File: src/rtl/gameplay_pkg.sv
// Shared gameplay definitions: state encoding and the invasion row threshold
// also used by the invaders and display blocks.
package gameplay_pkg;

    typedef enum logic [2:0] {
        ST_IDLE       = 3'd0,
        ST_PLAY       = 3'd1,
        ST_HIT        = 3'd2,
        ST_WAVE_CLEAR = 3'd3,
        ST_GAME_OVER  = 3'd4
    } state_t;

    localparam int DEFAULT_GAME_OVER_LINE = 13;

endpackage

File: src/rtl/frame_pause_counter.sv
// Frame-tick down-counter for timed pauses; done flags the tick that ends the pause.
module frame_pause_counter #(
    parameter int CNT_W = 7
) (
    input  logic             clk,
    input  logic             rst_n,
    input  logic             load,
    input  logic [CNT_W-1:0] load_value,
    input  logic             tick,
    output logic             done
);

    logic [CNT_W-1:0] count;

    always_ff @(posedge clk or negedge rst_n) begin
        if (!rst_n) begin
            count <= '0;
        end else if (load) begin
            count <= load_value;
        end else if (tick && count != '0) begin
            count <= count - 1'b1;
        end
    end

    // A zero count can never strand a pause: it ends on the next tick as well.
    assign done = tick && (count <= CNT_W'(1));

endmodule

File: src/rtl/gameplay_fsm.sv
// Game life-cycle controller: idle, play, hit pause, wave-clear pause and game over,
// with lives and wave counting evaluated once per video frame.
module gameplay_fsm
    import gameplay_pkg::*;
#(
    parameter int N_COLS         = 20,
    parameter int LINE_W         = 4,
    parameter int GAME_OVER_LINE = DEFAULT_GAME_OVER_LINE,
    parameter int LIVES          = 3,
    parameter int HIT_FRAMES     = 60,
    parameter int CLEAR_FRAMES   = 120,
    parameter int WAVE_W         = 4
) (
    input  logic                         i_clk_36MHz,
    input  logic                         i_reset_n,
    input  logic                         i_frame_tick,
    input  logic                         i_start,
    input  logic                         i_player_hit,
    input  logic [N_COLS-1:0]            i_invaders_array,
    input  logic [LINE_W-1:0]            i_invaders_line,
    output logic [2:0]                   o_state,
    output logic [$clog2(LIVES+1)-1:0]   o_lives,
    output logic [WAVE_W-1:0]            o_wave,
    output logic                         o_wave_start,
    output logic                         o_game_over
);

    localparam int LIVES_W   = $clog2(LIVES + 1);
    localparam int PAUSE_MAX = (HIT_FRAMES > CLEAR_FRAMES) ? HIT_FRAMES : CLEAR_FRAMES;
    localparam int PAUSE_W   = $clog2(PAUSE_MAX + 1);

    state_t               state;
    logic [LIVES_W-1:0]   lives;
    logic [WAVE_W-1:0]    wave;
    logic                 wave_start;
    logic                 game_over;
    logic                 hit_pending;

    logic                 invasion;
    logic                 wave_cleared;
    logic                 hit_now;
    logic                 last_life;
    logic                 pause_load;
    logic [PAUSE_W-1:0]   pause_value;
    logic                 pause_tick;
    logic                 pause_done;

    assign invasion     = (int'(i_invaders_line) >= GAME_OVER_LINE) && (i_invaders_array != '0);
    assign wave_cleared = (i_invaders_array == '0);
    assign hit_now      = hit_pending || i_player_hit;
    assign last_life    = (lives <= LIVES_W'(1));
    assign pause_tick   = i_frame_tick && (state == ST_HIT || state == ST_WAVE_CLEAR);

    // Mirrors the PLAY priority chain so the shared counter is loaded on the same edge.
    always_comb begin
        pause_load  = 1'b0;
        pause_value = '0;
        if (state == ST_PLAY && i_frame_tick && !invasion) begin
            if (hit_now) begin
                if (!last_life) begin
                    pause_load  = 1'b1;
                    pause_value = PAUSE_W'(HIT_FRAMES);
                end
            end else if (wave_cleared) begin
                pause_load  = 1'b1;
                pause_value = PAUSE_W'(CLEAR_FRAMES);
            end
        end
    end

    frame_pause_counter #(
        .CNT_W(PAUSE_W)
    ) u_pause (
        .clk        (i_clk_36MHz),
        .rst_n      (i_reset_n),
        .load       (pause_load),
        .load_value (pause_value),
        .tick       (pause_tick),
        .done       (pause_done)
    );

    always_ff @(posedge i_clk_36MHz or negedge i_reset_n) begin
        if (!i_reset_n) begin
            state       <= ST_IDLE;
            lives       <= '0;
            wave        <= '0;
            wave_start  <= 1'b0;
            game_over   <= 1'b0;
            hit_pending <= 1'b0;
        end else begin
            wave_start <= 1'b0;
            game_over  <= 1'b0;
            case (state)
                ST_IDLE, ST_GAME_OVER: begin
                    if (i_start) begin
                        state       <= ST_PLAY;
                        lives       <= LIVES_W'(LIVES);
                        wave        <= '0;
                        wave_start  <= 1'b1;
                        hit_pending <= 1'b0;
                    end else begin
                        game_over <= (state == ST_GAME_OVER);
                    end
                end
                ST_PLAY: begin
                    if (i_frame_tick) begin
                        hit_pending <= 1'b0;
                        if (invasion) begin
                            state     <= ST_GAME_OVER;
                            game_over <= 1'b1;
                        end else if (hit_now) begin
                            lives <= lives - 1'b1;
                            if (last_life) begin
                                state     <= ST_GAME_OVER;
                                game_over <= 1'b1;
                            end else begin
                                state <= ST_HIT;
                            end
                        end else if (wave_cleared) begin
                            state <= ST_WAVE_CLEAR;
                            if (wave != '1) begin
                                wave <= wave + 1'b1;
                            end
                        end
                    end else if (i_player_hit) begin
                        hit_pending <= 1'b1;
                    end
                end
                ST_HIT: begin
                    if (pause_done) begin
                        state       <= ST_PLAY;
                        hit_pending <= 1'b0;
                    end
                end
                ST_WAVE_CLEAR: begin
                    if (pause_done) begin
                        state       <= ST_PLAY;
                        wave_start  <= 1'b1;
                        hit_pending <= 1'b0;
                    end
                end
                default: begin
                    state <= ST_IDLE;
                end
            endcase
        end
    end

    assign o_state      = state;
    assign o_lives      = lives;
    assign o_wave       = wave;
    assign o_wave_start = wave_start;
    assign o_game_over  = game_over;

    // Invariants relied on by the display and invaders blocks.
    a_game_over_flag: assert property (@(posedge i_clk_36MHz) disable iff (!i_reset_n)
        o_game_over == (o_state == 3'd4));
    a_lives_bound: assert property (@(posedge i_clk_36MHz) disable iff (!i_reset_n)
        o_lives <= LIVES_W'(LIVES));
    a_no_lives_idle: assert property (@(posedge i_clk_36MHz) disable iff (!i_reset_n)
        (o_lives == '0) |-> (o_state == 3'd0 || o_state == 3'd4));
    a_wave_start_play: assert property (@(posedge i_clk_36MHz) disable iff (!i_reset_n)
        o_wave_start |-> (o_state == 3'd1));

endmodule

File: config.mk
export PLATFORM = sky130hd
export DESIGN_NAME = gameplay_fsm
export DESIGN_NICKNAME = d
export VERILOG_FILES = /design/src/rtl/gameplay_pkg.sv /design/src/rtl/frame_pause_counter.sv /design/src/rtl/gameplay_fsm.sv
export SDC_FILE = /design/constraint.sdc
export NUM_CORES = 1
export LEC_CHECK = 0
export BUFFER_PORTS_ARGS = -buffer_cell sky130_fd_sc_hd__buf_2
export CORE_MARGIN = 1
export CORE_UTILIZATION = 55
export CTS_CLUSTER_DIAMETER = 150
export DETAILED_ROUTE_END_ITERATION = 16
export PLACE_DENSITY_LB_ADDON = 0.12
export SYNTH_ARGS = -nofsm -noshare
export SYNTH_HDL_FRONTEND = slang
export SYNTH_HIERARCHICAL = 1
export SYNTH_SLANG_ARGS = --single-unit
File: constraint.sdc
create_clock -name i_clk_36MHz -period 3.4 [get_ports i_clk_36MHz]
set_input_delay 0.34 -clock i_clk_36MHz [delete_from_list [all_inputs] [get_ports i_clk_36MHz]]
set_output_delay 0.34 -clock i_clk_36MHz [all_outputs]
set_load 0.03 [all_outputs]
==> flow_summary.ini <==
[status]
status = completed

[power]
p_per_area_nw_per_um2 = 669
leakagePower_nw = 0.703
vdd_ir_drop_max_mv = 0.407
power.total_mw = 1.07

[worst_setup_path]
reg2reg_depth = 7
worst_setup_path_end_kind = flip-flop
critPathMaxFanout = 11
cp_data_arrival_time_ns = 2.79
required_ns = 3.62
crit_type = flip-flop to flip-flop
crit_path_start_kind = flip-flop

[timing]
slew_headroom_pct = 56.3
tightest_slew_ns = 0.646
worst_slack_ns = 0.829
fin_skew_ns = 0.00723
setup_violations = 0
setup_tns_ns = 0
holdWs_ns = 0.339
period_minus_slack_ns = 2.57
rsz0062_at_grt = no
hold_viol = 0
clock.fmax_ghz = 0.389
slew_violations = 0
post-route-period-util_pct = 75.6

[detailed_routing]
ant_nets = 0
first_pass_iters = 4
wl_mm = 3.15
via_count = 1332
via_per_inst = 6.05
drtIter0Drc = 62
drc = 0
avgRoutedWirePerCell_um = 14.3

[clock_network]
h-tree-depth = 1
cts_setup_buffers = 0
clk_pin_slew_ns = 0.11
cts_buffer_depth = 2
cts_tree = yes
cts.sinks = 19
clock_latency_ns = 0.31
cts_made_buffers = 3
cts_root_buffer = clkbuf_4

[cells_and_area]
area_growth_pct = 18.9
fin_nets = 227
diodes = 0
layout_common_cells = buf_2 (39), dfrtp_1 (19), nor2_1 (16)
final_common_cell = buf_2
drive_above_1_share_pct = 29.7
layoutNonFillerInstCount = 220

[yosys]
synth_ff_type = dfrtp_1
ys_types = 47
avgSynthCellArea_sq_um = 8.88
yosysSeqAreaShare_pct = 35.4
synth-edff-count = 0
synthCells = 151
yosys_warnings = 6
ys_ff_latch = 19
syn_area_sq_um = 1340
synth-async-reset-ratio_pct = 100

[global_route]
grt_pass1_vias = 1178
grt_first_pass_wirelength_mm = 5.14
grt_max_degree = 22
grt.total_usage_pct = 26.4
antenna_found_initial = 0
grt.overflow.total = 0

[placement]
post-place-ws_ns = 0.944
globalplace.congestion = 0.871
numPortBuffers = 39
dp_hpwl_mm = 2.34
place_inst = 215

[floorplanning]
die-area_sq_um = 2640
die_width_um = 51.4
rows = 17
die_h_um = 51.4
design.core.area_sq_um = 2250
io-pin-count = 40
initial_utilization_pct = 59.5

[min_path]
min_path_cells = 2
min_path_type = input pin to flip-flop

[run]
max-cap-violations = 0
## repair_timing
item	in CTS	in global routing
resized for setup	0	0
endpoints found under the hold margin	19	0
setup endpoints to repair	0	0
hold buffers	1	0
## layout make-up
class / count / area, sq um
multi-input cells: 121 / 820
well taps: 28 / 35.0
fillers: 191 / 659
clock buffers: 4 / 26.3
flip-flops and latches: 19 / 475
repair buffers: 41 / 213
inverters: 7 / 26.3
## metrics by stage
step,area (sq um),utilization (%)
floorplan,1350,-
finish,1600,70.8
CTS,1600,70.8
global route,1600,70.8
global placement,1560,69.1
detailed placement,1560,69.1
## flip-flops by register name (all words and copies together) (netlist names)
name	cells
u_pause/count	7
hit_pending	1
o_game_over	1
o_wave	4
o_state	3
o_lives	2
o_wave_start	1
## power breakdown
group	switching, mW	internal [mW]	leakage (nW)	total [mW]
clock network	0.0748	0.0459	0.0150	0.121
logic	0.318	0.226	0.449	0.543
registers	0.107	0.296	0.239	0.403
## per-layer routing
layer	GRT usage, %	vias to the layer above	part of all wire (%)
met5	0	-	0
met4	8.11	0	0.86
met3	6.25	5	6.0
met2	42.2	58	48
met1	34.9	621	45
li1	-	648	-
## critical path: stages, from the launching register on
cell and delay, ns:
dfrtp_1 0.52, nand2b_1 0.23, nor2_1 0.37, nor4b_1 0.57, nor2b_1 0.16, o31ai_1 0.28, a21oi_1 0.12, o31ai_1 0.23
## path summary, 6_finish.rpt
kind	end	slack, ns	from
min in group asynchronous	o_game_over	0.48	i_reset_n
worst min register to register	o_wave[3]	0.54	o_wave[3]
worst max register to register	hit_pending	0.83	o_state[2]
worst min-delay path	o_state[2]	0.34	i_frame_tick
max in group asynchronous	o_wave[2]	2.61	i_reset_n
worst max-delay path	hit_pending	0.83	o_state[2]
## synth_stat cells, types with 2 or more instances
master	count	area share, %
inv_1	7	2.0
nor4_2	2	1.9
ha_1	5	4.7
nor3b_1	2	1.1
nand2_1	11	3.1
nor4_1	4	1.9
nor4b_1	2	1.3
and2_1	2	0.93
o211ai_1	3	1.7
a32o_1	2	1.5
or4_4	2	1.7
a31o_2	2	1.3
nand3_1	5	1.9
or2_2	2	0.93
nor2_1	16	4.5
nand2b_1	5	2.3
dfrtp_1	19	35
or4_1	2	1.1
clkbuf_1	3	0.84
a21oi_1	10	3.7
nor2b_1	6	2.8
o21ai_0	8	3.0
o31ai_1	7	3.9
## cells by family after synthesis
group,synth area share (%)
simple gates,30.1
compound gates,24.2
flops,35.4
buf+inv,3.73
fa+ha+maj,4.66
mux,1.59
other cells,0.280
(Power assumes the default switching activity.)
